### src/rtl/prog_ctr.sv
// prog_ctr: program counter / fetch sequencer.
// Sequences one program per accepted Start: PC is loaded with StartAddr and
// then advances by +1 or jumps to Target on a taken branch. It stops on a
// decoded halt. A saturating counter tracks retired instructions, and a
// sticky flag records a sequential wrap past the top of the address space.
module prog_ctr #(
    parameter int PC_W  = 10,
    parameter int CNT_W = 16
) (
    input  logic             Clk,
    input  logic             Reset,
    input  logic             Start,
    input  logic [PC_W-1:0]  StartAddr,
    input  logic             Stall,
    input  logic             Branch,
    input  logic [PC_W-1:0]  Target,
    input  logic             Halt,
    output logic [PC_W-1:0]  PC,
    output logic             Running,
    output logic             Done,
    output logic [CNT_W-1:0] InstrCount,
    output logic             WrapErr
);

    typedef enum logic [1:0] {
        IDLE = 2'd0,
        RUN  = 2'd1,
        DONE = 2'd2
    } state_t;

    state_t            state;

    // Derived values used by the sequencer.
    logic [PC_W-1:0]   pc_inc;
    logic              pc_at_top;
    logic [CNT_W-1:0]  cnt_next;

    // Sequential successor address and saturating retire count.
    // The successor wraps modulo 2^PC_W. The retire count holds at all-ones.
    always_comb begin
        pc_inc    = PC + PC_W'(1);
        pc_at_top = &PC;
        cnt_next  = (&InstrCount) ? InstrCount : InstrCount + CNT_W'(1);
    end

    // Sequencer FSM. Running and Done are registered alongside the state, so
    // they always match it and have no combinational path from any input.
    always_ff @(posedge Clk or posedge Reset) begin
        if (Reset) begin
            state      <= IDLE;
            PC         <= '0;
            InstrCount <= '0;
            WrapErr    <= 1'b0;
            Running    <= 1'b0;
            Done       <= 1'b0;
        end else begin
            case (state)
                // IDLE and DONE respond only to Start. DONE keeps the last
                // program's PC, count and wrap flag visible until then.
                IDLE, DONE: begin
                    if (Start) begin
                        state      <= RUN;
                        PC         <= StartAddr;
                        InstrCount <= '0;
                        WrapErr    <= 1'b0;
                        Running    <= 1'b1;
                        Done       <= 1'b0;
                    end
                end

                // A stall freezes everything. The sender re-presents Branch
                // or Halt after the stall, so dropping them here is safe.
                RUN: begin
                    if (!Stall) begin
                        InstrCount <= cnt_next;
                        if (Halt) begin
                            // PC keeps pointing at the halt instruction.
                            state   <= DONE;
                            Running <= 1'b0;
                            Done    <= 1'b1;
                        end else if (Branch) begin
                            // A branch to 0 is an ordinary redirect, not a wrap.
                            PC <= Target;
                        end else begin
                            PC <= pc_inc;
                            if (pc_at_top)
                                WrapErr <= 1'b1;
                        end
                    end
                end

                default: begin
                    state   <= IDLE;
                    Running <= 1'b0;
                    Done    <= 1'b0;
                end
            endcase
        end
    end

endmodule

### config.mk
export PLATFORM = sky130hd
export DESIGN_NAME = prog_ctr
export DESIGN_NICKNAME = d
export VERILOG_FILES = /design/src/rtl/prog_ctr.sv
export SDC_FILE = /design/constraint.sdc
export NUM_CORES = 1
export LEC_CHECK = 0
export ABC_AREA = 1
export ABC_CLOCK_PERIOD_IN_PS = 2800
export BUFFER_PORTS_ARGS = -buffer_cell sky130_fd_sc_hd__buf_2
export CORE_MARGIN = 4
export CORE_UTILIZATION = 53
export CTS_CLUSTER_DIAMETER = 50
export DETAILED_ROUTE_END_ITERATION = 12
export GPL_ROUTABILITY_DRIVEN = 1
export PLACE_DENSITY = 0.82
export SLEW_MARGIN = 10
export SYNTH_ARGS = -nofsm -noshare
export SYNTH_HDL_FRONTEND = slang
export SYNTH_SLANG_ARGS = --single-unit
### constraint.sdc
create_clock -name Clk -period 2.8 [get_ports Clk]
set_input_delay 0.14 -clock Clk [delete_from_list [all_inputs] [get_ports Clk]]
set_output_delay 0.14 -clock Clk [all_outputs]
set_load 0.01 [all_outputs]
======== After elaboration in Yosys (flattened, before gate mapping) ========
Cells that the tools add are included.
word-level totals
  register bits ........................... 31
  logic and storage cells ................. 52
  output and inout bits ................... 29
  bits of input ports ..................... 26
operators by class
  eq/ne operators ......................... 9
  add/sub/neg operators ................... 2
  mux-type cells .......................... 26
  reduce and logical (&&, ||, !) cells .... 9
operators by type and width
  cell                                           number
  2-to-1 mux 16 bit                              3
  2-to-1 mux 10 bit                              4
  case mux 16 bit (2 select lines)               1
  case mux 10 bit (2 select lines)               1
  adder 16 x 1 -> 16 bit, second input constant  1
  AND reduction 16 bit                           1
  != test 2 bit, second input constant           7
  adder 10 x 1 -> 10 bit, second input constant  1
  2-to-1 mux 1 bit                               10
  AND reduction 10 bit                           1
  AND reduction 4 bit                            2
  2-to-1 mux 2 bit                               3
  case mux 1 bit (2 select lines)                3
  AND reduction 6 bit                            1
  case mux 2 bit (2 select lines)                1
  AND reduction 3 bit                            1
  == test 2 x 1 -> 1 bit, second input constant  1
  == test 2 bit, second input constant           1
  zero test 2 bit                                1
  nonzero test 2 bit                             1
  OR reduction 2 bit                             1

======== Logic depth before layout (Yosys ltp) ========
  depth in word-level cells ............... 6
  gate-level depth with buffers ........... 10
  depth with buffers taken out ............ 9

======== Worst setup path before layout ========
Ideal clock, no wire load.
  path kind ............................... reg-to-reg
  from .................................... register InstrCount[0]
  to ...................................... register InstrCount[7]
  arrival time ............................ 1.505 ns
  clock period less this slack ............ 1.570 ns
  slack ................................... 1.230 ns
  data required time ...................... 2.735 ns
  path buffers ............................ 1
  library setup time ...................... 0.065 ns
  stages on the path, launching flop included .. 11
  cell sequence ........................... dfrtp_1 > ha_1 > nand2_2 > nor2_4 > nand2_4 > o21ai_4 > nand2_4 > nand2_8 > buf_12 > nand2_1 > nand2_1
on the way
  cells in the longest elaborated chain, start to end .. 4
  elaborated cells between the ends (all ways) .. 7
  classes of those cells .................. add/sub (1); eq/ne (1); mux (3); reduce/logical (2)
RTL lines
  what                              RTL line  RTL
  from (decl)                       21        output logic [CNT_W-1:0] InstrCount,
  from (signal assigned)            75        InstrCount <= cnt_next;
  adder 16 x 1 -> 16 bit            43        cnt_next = (&InstrCount) ? InstrCount : InstrCount + CNT_W'(1);
  2-to-1 mux 16 bit                 43
  2-to-1 mux 16 bit                 74        if (!Stall) begin
  case mux 16 bit (2 select lines)  57        case (state)
Several ways; a longest one is shown, not always the timed one. The select of a mux whose other input is x is not followed.
A chain may end at the register's enable or synchronous reset.

==> impl_metrics.csv <==
group,metric,value,unit
clocking,cts-buffers-inserted,5,
min_path,hold_class,"in2async",
outcome,violations,"negative hold slack",
sta,final.period_utilization,0.671,
clocking,cts_max_level,2,
floorplanning,initial_core_util,0.551,
cells_and_area,area_growth,17.8,%
detailed_routing,antenna_left,0,
synthesis,yosysTopAreaCellShare,0.357,
clocking,worst_skew_pair.late_latency,0.28,ns
detailed_routing,vias_per_cell,5.25,
global_routing,antenna_found_initial,0,
cells_and_area,stdcell_area,2390,sq um
cells_and_area,num-fill-cells,383,
worst_setup_path,cp_max_fo,12,
synthesis,syn_area_per_cell,6.89,sq um
floorplanning,die-width,69.9,um
sta,drv_slew,0,
sta,tns,0,ns
detailed_routing,routed_wl,4970,um
synthesis,yosysSeqAreaShare,0.357,
worst_setup_path,required,3.02,ns
synthesis,ys_async_sr_fraction,1.00,
clocking,clockBufferDepth,2,
worst_setup_path,criticalPathCategory,"reg2reg",
detailed_routing,via_count,2093,
worst_setup_path,cp.arrival,2.09,ns
power,powerDensity,784,nW/um^2
placed_design,port_buffers,54,
worst_setup_path,cp-end-kind,"flop",
cells_and_area,drive_above_1_share,0.222,
sta,slew_headroom,0.299,
global_routing,grt_pass1_wl,8530,um
detailed_routing,first_pass_iters,5,
synthesis,synth_area_leaders,"dfrtp_1 (36%), nand2_1 (20%), nor2_1 (7.4%), nand3_1 (6.9%), inv_1 (3.7%)",
outcome,status,"finished, violations left",
global_routing,grt_usage,0.209,
placed_design,place_congestion,0.835,
sta,fin_crit,1.88,ns
sta,fmax,0.532,GHz
cells_and_area,antenna_cells,0,
global_routing,grt_pass1_vias,1926,
synthesis,syn_area,2030,sq um
floorplanning,rows,22,
floorplanning,core,3690,sq um
synthesis,yosysWarnings,0,
power,power.static_leakage,1.24,nW
synthesis,syn_inst,295,
clocking,cts_resized,0,
clocking,cts_tree,"done",
placed_design,dp_hpwl,3640,um
detailed_routing,remaining_drc_errors,0,
sta,finalHoldViolCount,29,
sta,rsz0062_at_grt,"no",
cells_and_area,nNetsFinal,378,
clocking,cts-root-buf,"clkbuf_8",
placed_design,placed_cell_area,2310,sq um
clocking,ctsHoldBuffers,0,
global_routing,grt_remaining_overflow,0,
synthesis,synth.largest_area_cell,"dfrtp_1",
sta,fin_worst_skew,0.00589,ns
synthesis,synth_flop_cell,"dfrtp_1",
detailed_routing,drt_iter0_drc,148,
synthesis,ys_ff_latch,29,
power,peakVddDrop,421,uV
clocking,cts_post_setup_buffers_inserted,0,
sta,setup_viol,0,
worst_setup_path,critPathLaunchType,"flop",
synthesis,yosys.cell_types.count,32,
sta,holdWs,-0.0223,ns
clocking,path_clk_slew,0.07,ns
global_routing,grt_max_degree,30,
synthesis,synth_most_common_cell,"nand2_1",
synthesis,syn_nets,323,
sta,tightest_slew,1.05,ns
floorplanning,pin_count,55,
run,max_cap_viol_count,0,
detailed_routing,routedWlPerCell,12.5,um
floorplanning,die_height,69.9,um
synthesis,synth_common_cells,"nand2_1 (106), nor2_1 (40), dfrtp_1 (29), nand3_1 (28), inv_1 (20)",
synthesis,synth-edff-count,0,
clocking,clock-sinks,29,
floorplanning,dieArea,4890,sq um
## worst paths after layout
check                      cells after the start  slack [ns]          from             to
max                                            9        0.92       Running          PC[9]
max in group asynchronous                      2        2.35         Reset        Running
min in group Clk                               3        0.05  StartAddr[0]          PC[0]
min reg2reg                                    2        0.52       WrapErr        WrapErr
max reg2reg                                    9        0.92       Running          PC[9]
min                                            2       -0.02         Reset  InstrCount[6]
## worst max-delay path, stage by stage, from the launching register on
cell and delay, ns:
dfrtp_1 0.49, inv_2 0.17, nor2_8 0.07, nand2_1 0.10, o21ai_2 0.09, inv_4 0.17, nand2_2 0.18, nor2_2 0.34
nand2_1 0.11, nand3_1 0.10
## placed cells by master, fill, tap and decap left out, types with 6 or more instances in the layout
master   instances
nand2_1        106
buf_2           54
o21ai_0         11
nand3_1         28
a21oi_1          6
inv_1           19
nor2_1          40
dfrtp_1         29
nand4_1          9
xor2_1           7
## cell type report
type | instances | area [sq um] | share of cell area
clock buffers | 6 | 72.6 | 0.0303
repair buffers | 54 | 270 | 0.113
inverters | 24 | 92.6 | 0.0387
multi-input cells | 236 | 1160 | 0.486
flip-flops and latches | 29 | 726 | 0.303
clock inverters | 2 | 10.0 | 0.00418
well taps | 48 | 60.1 | 0.0251
## per-layer routing
metal / track usage / share of wire / vias up
met1: 0.281 / 0.47 / 969
met5: 0 / 0 / -
li1: - / - / 1064
met2: 0.335 / 0.46 / 56
met3: 0.0547 / 0.060 / 4
met4: 0.0553 / 0.0085 / 0
## logic make-up after synthesis
family | Yosys count | share of synthesized area
and+or+nand+nor | 197 | 0.433
adders and majority gates | 2 | 0.0123
xor gates and xnor gates | 9 | 0.0388
DFF | 29 | 0.357
buffers and inverters | 30 | 0.0708
AOI/OAI and AO/OA | 28 | 0.0874
## power breakdown
| group | internal (mW) | switching [mW] | total, mW |
|---|---|---|---|
| logic | 0.288 | 0.595 | 0.883 |
| clock network | 0.172 | 0.162 | 0.333 |
| registers | 0.516 | 0.144 | 0.660 |
## state kept, by name, summed over array words and instances, names as in the netlist
signal	count
Running	1
PC	10
WrapErr	1
Done	1
InstrCount	16
## stage by stage
stage                     std cells  worst slack [ns]  power, mW   util  hold WS [ns]
after floorplan                 295              1.23       1.35      -         0.218
after global placement          391             0.964       1.52  0.627         0.343
after detailed placement        391             0.933       1.55  0.627         0.344
after CTS                       399             0.909       1.88  0.649        0.0543
after global routing            399             0.762       2.03  0.649        0.0588
final                           399             0.922       1.88  0.649       -0.0223
Note: power is estimated with default switching activity, not from simulation.
